**config.mk**
```make
export PLATFORM = sky130hd
export DESIGN_NAME = tmds_tx_seq_flat
export DESIGN_NICKNAME = d
export VERILOG_FILES = /design/src/rtl/tmds_tx_seq_if.sv /design/src/rtl/tmds_tx_seq.sv /design/src/flat_wrapper.sv
export SDC_FILE = /design/constraint.sdc
export NUM_CORES = 1
export LEC_CHECK = 0
export CORE_MARGIN = 3
export CORE_UTILIZATION = 30
export DETAILED_ROUTE_END_ITERATION = 7
export MAX_ROUTING_LAYER = met4
export PLACE_DENSITY_LB_ADDON = 0.3
export SLEW_MARGIN = 20
export SYNTH_ARGS = -nofsm -noshare
export SYNTH_HDL_FRONTEND = slang
export SYNTH_SLANG_ARGS = --single-unit
```
**constraint.sdc**
```tcl
create_clock -name clk -period 3.05 [get_ports clk]
set_input_delay 0.61 -clock clk [delete_from_list [all_inputs] [get_ports clk]]
set_output_delay 0.61 -clock clk [all_outputs]
set_load 0.05 [all_outputs]
```
**src/rtl/tmds_tx_seq_if.sv**
```systemverilog
// rtl/tmds_tx_seq_if.sv - symbol handshake interface for the TMDS TX sequencer
//
// Signals:
//   sym_i      CH_N*SYM_W  packed symbols, channel k at [k*SYM_W +: SYM_W]
//   sym_vld_i  1           symbol valid (driven by the symbol source)
//   sym_rdy_o  1           symbol ready (driven by the sequencer)
// Modports: master = symbol source, slave = tmds_tx_seq.
interface tmds_tx_seq_if #(
  parameter int CH_N  = 3,
  parameter int SYM_W = 10
);
  logic [CH_N*SYM_W-1:0] sym_i;
  logic                  sym_vld_i;
  logic                  sym_rdy_o;

  modport master (output sym_i, output sym_vld_i, input sym_rdy_o);
  modport slave  (input sym_i, input sym_vld_i, output sym_rdy_o);
endinterface

```
**src/rtl/tmds_tx_seq.sv**
```systemverilog
// rtl/tmds_tx_seq.sv - TMDS lane sequencer and LSB-first serializer
//
// Ports:
//   clk         bit-rate clock, one serial bit per cycle
//   rst         synchronous active-high reset
//   en_i        link enable (level)
//   tpat_i      test-pattern select (only with TMDS_TX_SEQ_TPAT_EN defined)
//   sym_if      slave side of tmds_tx_seq_if (sym_i / sym_vld_i / sym_rdy_o)
//   ser_o       serial bits: [CH_N-1:0] data lanes, [CH_N] clock lane
//   state_o     FSM state: 0 IDLE, 1 WARM, 2 RUN, 3 STOP
//   underrun_o  one-cycle pulse after a boundary that had to insert filler
// Optional feature macro: TMDS_TX_SEQ_TPAT_EN (alternating test pattern in RUN).
module tmds_tx_seq #(
  parameter int               CH_N     = 3,
  parameter int               SYM_W    = 10,
  parameter int               WARM_SYM = 16,
  parameter logic [SYM_W-1:0] CTRL_SYM = 10'b1101010100
) (
  input  logic          clk,
  input  logic          rst,
  input  logic          en_i,
`ifdef TMDS_TX_SEQ_TPAT_EN
  input  logic          tpat_i,
`endif
  tmds_tx_seq_if.slave  sym_if,
  output logic [CH_N:0] ser_o,
  output logic [1:0]    state_o,
  output logic          underrun_o
);

  localparam logic [15:0]      WARM_LAST = 16'(WARM_SYM - 1);
  localparam logic [SYM_W-1:0] TPAT_SYM  = 10'b1010101010;

  typedef enum logic [1:0] {
    ST_IDLE = 2'd0,
    ST_WARM = 2'd1,
    ST_RUN  = 2'd2,
    ST_STOP = 2'd3
  } state_t;

  state_t           r_state;
  state_t           w_state_nxt;
  logic [3:0]       r_bit_cnt;
  logic [3:0]       w_bit_cnt_nxt;
  logic [15:0]      r_warm_cnt;
  logic [15:0]      w_warm_cnt_nxt;
  logic             r_sym_rdy;
  logic             w_sym_rdy_nxt;
  logic             r_underrun;
  logic             w_underrun_nxt;
  logic [SYM_W-1:0] r_shreg [CH_N];

  logic w_boundary;
  logic w_run_load;
  logic w_load_ctrl;
  logic w_load_sym;
  logic w_load_tpat;
  logic w_clear;
  logic w_tpat;

`ifdef TMDS_TX_SEQ_TPAT_EN
  assign w_tpat = tpat_i;
`else
  assign w_tpat = 1'b0;
`endif

  // r_sym_rdy carries the boundary timing (set one cycle ahead); en_i and
  // tpat masking are applied on the output so that a handshake seen by the
  // source always matches the load decision made in the same cycle.
  assign sym_if.sym_rdy_o = r_sym_rdy & en_i & ~w_tpat;
  assign state_o          = r_state;
  assign underrun_o       = r_underrun;
  assign w_boundary       = (r_bit_cnt == 4'd9);

  always_ff @(posedge clk) begin
    if (rst) begin
      r_state <= ST_IDLE;
    end else begin
      r_state <= w_state_nxt;
    end
  end

  always_comb begin
    w_state_nxt    = r_state;
    w_warm_cnt_nxt = r_warm_cnt;
    w_run_load     = 1'b0;
    w_load_ctrl    = 1'b0;
    w_load_sym     = 1'b0;
    w_load_tpat    = 1'b0;
    w_clear        = 1'b0;
    w_underrun_nxt = 1'b0;

    case (r_state)
      ST_IDLE: begin
        if (en_i) begin
          w_state_nxt    = ST_WARM;
          w_load_ctrl    = 1'b1;
          w_warm_cnt_nxt = '0;
        end
      end
      ST_WARM: begin
        if (w_boundary) begin
          if (!en_i) begin
            w_state_nxt = ST_STOP;
            w_load_ctrl = 1'b1;
          end else if (r_warm_cnt == WARM_LAST) begin
            // Last warm-up boundary doubles as the first RUN load.
            w_state_nxt = ST_RUN;
            w_run_load  = 1'b1;
          end else begin
            w_warm_cnt_nxt = r_warm_cnt + 16'd1;
            w_load_ctrl    = 1'b1;
          end
        end
      end
      ST_RUN: begin
        if (w_boundary) begin
          if (!en_i) begin
            w_state_nxt = ST_STOP;
            w_load_ctrl = 1'b1;
          end else begin
            w_run_load = 1'b1;
          end
        end
      end
      ST_STOP: begin
        if (w_boundary) begin
          w_state_nxt = ST_IDLE;
          w_clear     = 1'b1;
        end
      end
      default: begin
        w_state_nxt = ST_IDLE;
        w_clear     = 1'b1;
      end
    endcase

    if (w_run_load) begin
      if (w_tpat) begin
        w_load_tpat = 1'b1;
      end else if (sym_if.sym_vld_i) begin
        w_load_sym = 1'b1;
      end else begin
        w_load_ctrl    = 1'b1;
        w_underrun_nxt = 1'b1;
      end
    end

    w_bit_cnt_nxt = (r_state == ST_IDLE || w_boundary) ? 4'd0 : r_bit_cnt + 4'd1;

    w_sym_rdy_nxt = (r_bit_cnt == 4'd8) &&
                    ((r_state == ST_RUN) ||
                     ((r_state == ST_WARM) && (r_warm_cnt == WARM_LAST)));
  end

  always_ff @(posedge clk) begin
    if (rst) begin
      r_bit_cnt  <= '0;
      r_warm_cnt <= '0;
      r_sym_rdy  <= 1'b0;
      r_underrun <= 1'b0;
      for (int k = 0; k < CH_N; k++) begin
        r_shreg[k] <= '0;
      end
    end else begin
      r_bit_cnt  <= w_bit_cnt_nxt;
      r_warm_cnt <= w_warm_cnt_nxt;
      r_sym_rdy  <= w_sym_rdy_nxt;
      r_underrun <= w_underrun_nxt;
      for (int k = 0; k < CH_N; k++) begin
        if (w_clear) begin
          r_shreg[k] <= '0;
        end else if (w_load_sym) begin
          r_shreg[k] <= sym_if.sym_i[k*SYM_W +: SYM_W];
        end else if (w_load_tpat) begin
          r_shreg[k] <= TPAT_SYM;
        end else if (w_load_ctrl) begin
          r_shreg[k] <= CTRL_SYM;
        end else if (r_state != ST_IDLE) begin
          r_shreg[k] <= {1'b0, r_shreg[k][SYM_W-1:1]};
        end
      end
    end
  end

  // Clock lane is 1111100000 per symbol while the link is up.
  always_comb begin
    ser_o = '0;
    for (int k = 0; k < CH_N; k++) begin
      ser_o[k] = r_shreg[k][0];
    end
    ser_o[CH_N] = (r_state != ST_IDLE) && (r_bit_cnt < 4'd5);
  end

endmodule

```
**src/flat_wrapper.sv**
```systemverilog
// flat-port wrapper written by rule: the top's interface ports become plain ports
module tmds_tx_seq_flat 
#(
  parameter int               CH_N     = 3,
  parameter int               SYM_W    = 10,
  parameter int               WARM_SYM = 16,
  parameter logic [SYM_W-1:0] CTRL_SYM = 10'b1101010100
)
  (clk, rst, en_i, ser_o, state_o, underrun_o, sym_if_sym_i, sym_if_sym_vld_i, sym_if_sym_rdy_o);
  tmds_tx_seq_if #(.CH_N(CH_N), .SYM_W(SYM_W)) sym_if_i ();
  input  logic clk;
  input  logic rst;
  input  logic en_i;
  output logic [CH_N:0] ser_o;
  output logic [1:0] state_o;
  output logic underrun_o;
  input wire logic [$bits(sym_if_i.sym_i)-1:0] sym_if_sym_i;
  input wire logic [$bits(sym_if_i.sym_vld_i)-1:0] sym_if_sym_vld_i;
  output wire logic [$bits(sym_if_i.sym_rdy_o)-1:0] sym_if_sym_rdy_o;
  assign sym_if_i.sym_i = sym_if_sym_i;
  assign sym_if_i.sym_vld_i = sym_if_sym_vld_i;
  assign sym_if_sym_rdy_o = sym_if_i.sym_rdy_o;
  tmds_tx_seq #(.CH_N(CH_N), .SYM_W(SYM_W), .WARM_SYM(WARM_SYM), .CTRL_SYM(CTRL_SYM)) u_core (.clk(clk), .rst(rst), .en_i(en_i), .sym_if(sym_if_i), .ser_o(ser_o), .state_o(state_o), .underrun_o(underrun_o));
endmodule
```
==> results of run 1 <==
==> logic make-up (layout without fill, tap and decap cells) <==
family	count (synthesis)	after routing	synth area share
compound gates	85	85	0.226
xor+xnor	2	2	0.00602
fa+ha+maj	8	8	0.0344
buf+inv	48	80	0.0800
flops	54	54	0.475
mux	6	6	0.0206
simple gates	71	71	0.158
==> path summary, 6_finish.rpt <==
kind / slack, ns / depth (start not counted) / start / end
worst max register to register: 0.69 / 5 / u_core.state_o[1] / u_core.r_shreg[0][9]
worst max-delay path: 0.52 / 4 / u_core.state_o[1] / ser_o[3]
worst min register to register: 0.49 / 1 / u_core.r_bit_cnt[0] / u_core.r_bit_cnt[0]
worst min-delay path: 0.49 / 1 / u_core.r_bit_cnt[0] / u_core.r_bit_cnt[0]
==> worst register-to-register path, stage by stage, from the launching register on <==
cell and delay (ns):
sky130_fd_sc_hd__dfxtp_1 0.44, sky130_fd_sc_hd__inv_1 0.09, sky130_fd_sc_hd__ha_1 0.40, sky130_fd_sc_hd__nand4b_1 0.13
sky130_fd_sc_hd__a21oi_1 0.22, sky130_fd_sc_hd__or3_1 0.71
==> metrics by stage <==
step / std cells / hold WS, ns
after global routing: 435 / 0.516
after CTS: 435 / 0.502
after detailed placement: 427 / 0.479
after floorplan: 274 / 0.445
after global placement: 427 / 0.468
final: 435 / 0.490
==> synthesized netlist by cell type (2+ instances only) <==
cell type                  number  area (sq um)
sky130_fd_sc_hd__a211oi_1       4          30.0
sky130_fd_sc_hd__a21oi_1       16          80.1
sky130_fd_sc_hd__a221oi_1      12           105
sky130_fd_sc_hd__a22o_1        15           131
sky130_fd_sc_hd__a311oi_1      13           114
sky130_fd_sc_hd__and2_1         2          12.5
sky130_fd_sc_hd__and3b_1        2          17.5
sky130_fd_sc_hd__and4_1         3          26.3
sky130_fd_sc_hd__buf_2          6          30.0
sky130_fd_sc_hd__buf_4          4          30.0
sky130_fd_sc_hd__buf_6          4          45.0
sky130_fd_sc_hd__clkbuf_1      11          41.3
sky130_fd_sc_hd__dfxtp_1       24           480
sky130_fd_sc_hd__edfxtp_1      30           901
sky130_fd_sc_hd__ha_1           8           100
sky130_fd_sc_hd__inv_1         23          86.3
sky130_fd_sc_hd__mux2i_1        6          60.1
sky130_fd_sc_hd__nand2_1        9          33.8
sky130_fd_sc_hd__nand2b_1       5          31.3
sky130_fd_sc_hd__nand3_1        7          35.0
sky130_fd_sc_hd__nand4_1        3          18.8
sky130_fd_sc_hd__nor2_1         7          26.3
sky130_fd_sc_hd__nor4_1         2          12.5
sky130_fd_sc_hd__nor4_2         3          37.5
sky130_fd_sc_hd__o21ai_0        2          10.0
sky130_fd_sc_hd__o221a_2        3          33.8
sky130_fd_sc_hd__o31ai_1        9          67.6
sky130_fd_sc_hd__or3_1          8          50.1
sky130_fd_sc_hd__or4_1          9          67.6
==> power groups by stage <==
stage	sequential, uW	clock [uW]	combinational [uW]
floorplan	1140	0	659
global placement	1120	0	934
detailed placement	1130	0	952
CTS	1110	456	956
global route	1130	486	1050
finish	1110	439	958
==> metal layers <==
metal,track usage,vias up,share of wire
li1,-,1132,-
met1,0.182,1151,0.50
met2,0.190,46,0.46
met3,0.0323,2,0.034
met4,0.0332,0,0.0059
met5,-,-,0
==> cell type report <==
type                       instances  share of cell area
clock inverter                     3             0.00822
sequential                        54               0.395
tap                              129              0.0461
clock buffer                       5              0.0197
inverter                          23              0.0247
multi-input combinational        172               0.372
timing repair buffer              49               0.134
==> state kept, by name (all words and copies together) (netlist names) <==
signal	count
u_core.r_shreg	30
u_core.r_warm_cnt	16
u_core.r_bit_cnt	4
u_core.state_o	2
u_core.r_sym_rdy	1
u_core.underrun_o	1
==> what timing repair did <==
item                                   CTS  global route
setup buffers                            0             0
gates resized for setup                  0             1
endpoints found under the hold margin    0             0
setup endpoints to repair                0             1
==> metrics, run 1 <==
most instantiated flip-flop cell in the synthesis netlist=sky130_fd_sc_hd__edfxtp_1; min setup slack post-route=0.517 ns; HPWL after detailed placement=4.68 mm; setup repair after global routing missed its margin=false; maximum cell stage delay along the critical path=0.46 ns; final count of pins violating max slew=0; pre-CTS WS=0.490 ns; pin slew with the least headroom to its limit=0.857 ns; gr usage total=0.131; fmax=395 MHz; total power divided by cell area=716 mW/mm^2; insertion delay to the later sink of the worst-skew pair=0.32 ns; Setup Viol. Count Final=0; area delta synth->final=20.2%; net count of the finished layout=347; CP delay by family, top=buffers and inverters; CTS tree=done; number of buffers on the longest clock path=2; synthesized instance count=274; synthesized area per cell=10.6 sq um; root cell of the clock tree=sky130_fd_sc_hd__clkbuf_8; remaining design rule violation count=0; H-tree lvl count=2; leakage component of the power=0.00123 uW; drt first pass iters=4; async set-or-reset flop fraction in the synthesized netlist=0; Net Sw Frac=0.377; CTS Hold Bufs=0; total vias in the final route=2331; count of distinct cell types in the synthesized netlist=53; critical path, cell by cell=inv_1 > ha_1 > a211oi_1 > dlymetal6s2s_1; Layout fillers=936; post-layout min period=2.53 ns; FP Rows=35; top-level I/O count=42; Synth Register Bits=54; initial antenna violation count=0; number of global-route vias before repair=2164; count of antenna-violating nets left after detailed routing=0; net count after synthesis=316; ant diodes=0; die area=0.0109 sq mm; post-detailed-route wirelength per cell=15.9 um; width of the die=104 um; synthesized area=0.00291 sq mm; final WL=6.91 mm; commonest cells after routing, fill and taps aside=39 x sky130_fd_sc_hd__clkdlybuf4s50_1, 30 x sky130_fd_sc_hd__edfxtp_1, 24 x sky130_fd_sc_hd__dfxtp_1, 23 x sky130_fd_sc_hd__inv_1, 16 x sky130_fd_sc_hd__a21oi_1; CP required=2.44 ns; number of maximum-capacitance constraint violations=0; Starting Density=0.312; Max VDD drop=0.479 mV; Sequential cell area=0.00138 sq mm; final weighted congestion in routability-driven placement=0.805; largest net degree at the start of global routing=21; slew margin rel.=0.429; clock slew at reported path FFs=0.11 ns; core utilization of the finished layout=0.375; post-placement cell area=0.00339 sq mm; via count normalized by instance count=5.36; layout cells sized above 1=0.0915; sum of buffers and inverters on the critical path=2; endpoint type of the worst setup path=primary output; category of the critical setup timing path=flip-flop to primary output; number of enable flip-flop cells after synthesis=30; Die Height=104 um; Clock Power Share=0.175; Critical Path Slowest Stage Cell=sky130_fd_sc_hd__dlymetal6s2s_1; worst endpoint data arrival time=1.92 ns; number of failing hold endpoints at the final stage=0; Seq pwr share=0.443; Comb pwr share=0.382; crit path max fanout=9; wire length of the first global-routing pass=11.4 mm; type of the worst min-delay path=flip-flop to flip-flop; Cell Int Power=1560 uW; proportion of synthesized chip area in sequential cells=0.475; leading cell type in the layout, fill and taps excluded=sky130_fd_sc_hd__clkdlybuf4s50_1; net switching power=945 uW; cell area after layout=0.00350 sq mm; standard cell core area=0.00933 sq mm; sink count of the clock tree=54; number of warnings printed during yosys synthesis=0; clock skew=0.0105 ns; total congestion overflow=0; Final Power=2510 uW; detailed router's first-iteration violation count=203; status=finished, final reports clean; critical path launch point type=flip-flop; Port-buffer cells=41; setup total negative slack=0 ns; post-route fraction of the period consumed by the critical path=0.830; number of buffers created by CTS=5; area taken by multi-input logic gates=0.00130 sq mm
(Power assumes the default switching activity.)
==> inputs of run 2 (changes only) <==
==> constraint.sdc (replaced) <==
create_clock -name clk -period 2.4 [get_ports clk]
set_input_delay 0.48 -clock clk [delete_from_list [all_inputs] [get_ports clk]]
set_output_delay 0.48 -clock clk [all_outputs]
set_load 0.05 [all_outputs]
==> run 2 against run 1 <==
Cell area up 1.4%. Worst setup slack worse by 0.32 ns. Cell count up 0.69%. Clock-buffer cell count did not move. Global-route usage grew 0.10 points. Flip-flop and latch count unchanged. Combinational power grew 33%. Via count up 0.73%. Largest power group unchanged. Critical path depth is 1 higher. Largest cell class unchanged. Clock skew up 0.0046 ns.
==> metrics, run 2 (same netlist as run 1, synthesis figures left out) <==
leading cell type in the layout, fill and taps excluded=sky130_fd_sc_hd__clkdlybuf4s50_1 (unchanged); setup total negative slack=0 ns (unchanged); status=finished, final reports clean (unchanged); flip-flop count of the largest register, all copies and words added=30 (unchanged); sink count of the clock tree=54 (unchanged); HPWL after detailed placement=4.69 mm (was 4.68 mm); Comb pwr share=0.393 (was 0.382); Die Height=104 um (unchanged); total vias in the final route=2348 (was 2331); width of the die=104 um (unchanged); category of the critical setup timing path=flip-flop to flip-flop (was flip-flop to primary output); via count normalized by instance count=5.36 (about the same); clock slew at reported path FFs=0.10 ns (was 0.11 ns); setup repair after global routing missed its margin=false (unchanged); pin slew with the least headroom to its limit=0.673 ns (was 0.857 ns); die area=0.0109 sq mm (unchanged); final weighted congestion in routability-driven placement=0.807 (was 0.805); Port-buffer cells=41 (unchanged); clock skew=0.0151 ns (was 0.0105 ns); net count of the finished layout=350 (was 347); number of buffers on the longest clock path=2 (unchanged); layout cells sized above 1=0.117 (was 0.0915); Starting Density=0.312 (unchanged); total congestion overflow=0 (unchanged); count of antenna-violating nets left after detailed routing=0 (unchanged); Max VDD drop=0.671 mV (was 0.479 mV); post-route fraction of the period consumed by the critical path=0.917; most flop-heavy register=u_core.r_shreg (unchanged); area delta synth->final=22.0% (was 20.2%); worst endpoint data arrival time=2.39 ns (was 1.92 ns); worst r2r path cells=5 (unchanged); wire length of the first global-routing pass=11.5 mm (was 11.4 mm); drt first pass iters=4 (unchanged); Seq pwr share=0.440 (was 0.443); post-detailed-route wirelength per cell=15.9 um (about the same); gr usage total=0.132 (was 0.131); post-CTS sizing=0 (unchanged); standard cell core area=0.00933 sq mm (unchanged); launching element of the worst setup path=u_core.r_warm_cnt[0] (was u_core.state_o[1]); top-level I/O count=42 (unchanged); FP Rows=35 (unchanged); critical path launch point type=flip-flop (unchanged); leakage component of the power=0.00123 uW (about the same); Cell Int Power=2030 uW (was 1560 uW); type of the worst min-delay path=flip-flop to flip-flop (unchanged); r2r setup slk=0.20 ns (was 0.69 ns); commonest cells after routing, fill and taps aside=39 x sky130_fd_sc_hd__clkdlybuf4s50_1, 30 x sky130_fd_sc_hd__edfxtp_1, 23 x sky130_fd_sc_hd__inv_1, 22 x sky130_fd_sc_hd__dfxtp_1, 16 x sky130_fd_sc_hd__a21oi_1 (was 39 x sky130_fd_sc_hd__clkdlybuf4s50_1, 30 x sky130_fd_sc_hd__edfxtp_1, 24 x sky130_fd_sc_hd__dfxtp_1, 23 x sky130_fd_sc_hd__inv_1, 16 x sky130_fd_sc_hd__a21oi_1); ant diodes=0 (unchanged); largest registers=u_core.r_shreg (30), u_core.r_warm_cnt (16), u_core.r_bit_cnt (4) (unchanged); H-tree lvl count=2 (unchanged); number of global-route vias before repair=2283 (was 2164); total setup buffers inserted after CTS=0 (unchanged); CTS tree=done (unchanged); CP required=2.59 ns (was 2.44 ns); slew margin rel.=0.550 (was 0.429); endpoint type of the worst setup path=flip-flop (was primary output); Setup Viol. Count Final=0 (unchanged); remaining design rule violation count=0 (unchanged); total power divided by cell area=913 mW/mm^2 (was 716 mW/mm^2); detailed router's first-iteration violation count=154 (was 203); root cell of the clock tree=sky130_fd_sc_hd__clkbuf_8 (unchanged); endpoint of the most critical setup path=u_core.r_shreg[0][1] (was ser_o[3]); number of buffers created by CTS=5 (unchanged); net switching power=1210 uW (was 945 uW); post-layout min period=2.20 ns; insertion delay to the later sink of the worst-skew pair=0.32 ns (about the same); core utilization of the finished layout=0.381 (was 0.375); CTS Hold Bufs=0 (unchanged); final count of pins violating max slew=0 (unchanged); Net Sw Frac=0.374 (was 0.377); final WL=6.96 mm (was 6.91 mm); origin of the critical flop-to-flop path=u_core.r_warm_cnt[0] (was u_core.state_o[1]); initial antenna violation count=0 (unchanged); worst r2r dst=u_core.r_shreg[0][1] (was u_core.r_shreg[0][9]); crit path max fanout=15 (was 9); largest net degree at the start of global routing=21 (unchanged); number of maximum-capacitance constraint violations=0 (unchanged); number of failing hold endpoints at the final stage=0 (unchanged); fmax=454 MHz; Clock Power Share=0.168 (was 0.175)
## run 2: cell types whose count changed in the layout (fill, tap and decap cells not counted)
| cell | previous run | this run |
|---|---|---|
| sky130_fd_sc_hd__or3_4 | 0 | 1 |
| sky130_fd_sc_hd__dfxtp_2 | 0 | 2 |
| sky130_fd_sc_hd__dlymetal6s2s_1 | 1 | 0 |
| sky130_fd_sc_hd__clkinv_4 | 1 | 0 |
| sky130_fd_sc_hd__a211oi_2 | 0 | 1 |
| sky130_fd_sc_hd__dfxtp_1 | 24 | 22 |
| sky130_fd_sc_hd__buf_12 | 0 | 2 |
| sky130_fd_sc_hd__buf_4 | 9 | 11 |
| sky130_fd_sc_hd__clkinvlp_4 | 0 | 2 |
| sky130_fd_sc_hd__a211oi_1 | 4 | 3 |
| sky130_fd_sc_hd__inv_8 | 1 | 0 |
| sky130_fd_sc_hd__or3_1 | 8 | 7 |
## run 2: worst max-delay path, stage by stage, from the launching register on
cell and delay, ns:
sky130_fd_sc_hd__dfxtp_1 0.40, sky130_fd_sc_hd__ha_1 0.23, sky130_fd_sc_hd__and3_1 0.26, sky130_fd_sc_hd__a41o_1 0.56, sky130_fd_sc_hd__and4_4 0.46, sky130_fd_sc_hd__a22o_1 0.16
## run 2: power by group through the flow
| stage | clock (uW) | combinational, uW | sequential, uW |
|---|---|---|---|
| 6_report | 544 | 1270 | 1420 |
| 5_1_grt | 593 | 1390 | 1450 |
| 4_1_cts | 558 | 1270 | 1420 |
| 3_5_place_dp | 0 | 1270 | 1440 |
| 3_3_place_gp | 0 | 1250 | 1430 |
| 2_1_floorplan | 0 | 853 | 1450 |
## run 2: per-layer routing
metal  routed length [um]  up-vias  part of all wire  GRT usage
met3                  289        7             0.042     0.0236
met1                 3420     1150              0.49      0.181
met2                 3150       56              0.45      0.198
li1                     -     1135                 -          -
met4                   92        0             0.013     0.0399
met5                    0        -                 0          -
## run 2: worst min path at each step
stage                          startpoint                     to  slack [ns]  depth (start not counted)
floorplan             u_core.r_bit_cnt[0]    u_core.r_bit_cnt[0]        0.44                          1
global placement      u_core.r_bit_cnt[0]    u_core.r_bit_cnt[0]        0.47                          1
detailed placement    u_core.r_bit_cnt[0]    u_core.r_bit_cnt[0]        0.48                          1
CTS                  u_core.r_warm_cnt[1]   u_core.r_warm_cnt[1]        0.50                          2
global route        u_core.r_warm_cnt[15]  u_core.r_warm_cnt[15]        0.52                          2
finish               u_core.r_warm_cnt[1]   u_core.r_warm_cnt[1]        0.50                          2
## run 2: area by class of cell
class                      count  area [sq um]
inverter                      23          86.3
clock buffer                   5          68.8
tap                          129           161
timing repair buffer          52           513
fill                         909          5780
sequential                    54          1380
clock inverter                 3          23.8
multi-input combinational    172          1310
## run 2: per-stage QoR
| stage | area (sq um) | power (uW) | hold WS, ns | setup slack, ns | cells |
|---|---|---|---|---|---|
| final | 3550 | 3240 | 0.503 | 0.200 | 438 |
| after global routing | 3550 | 3440 | 0.523 | 0.0823 | 438 |
| after CTS | 3540 | 3250 | 0.503 | 0.130 | 438 |
| after detailed placement | 3450 | 2710 | 0.482 | 0.0704 | 430 |
| after global placement | 3450 | 2680 | 0.471 | 0.117 | 430 |
| after floorplan | 2920 | 2300 | 0.445 | 0.0431 | 274 |
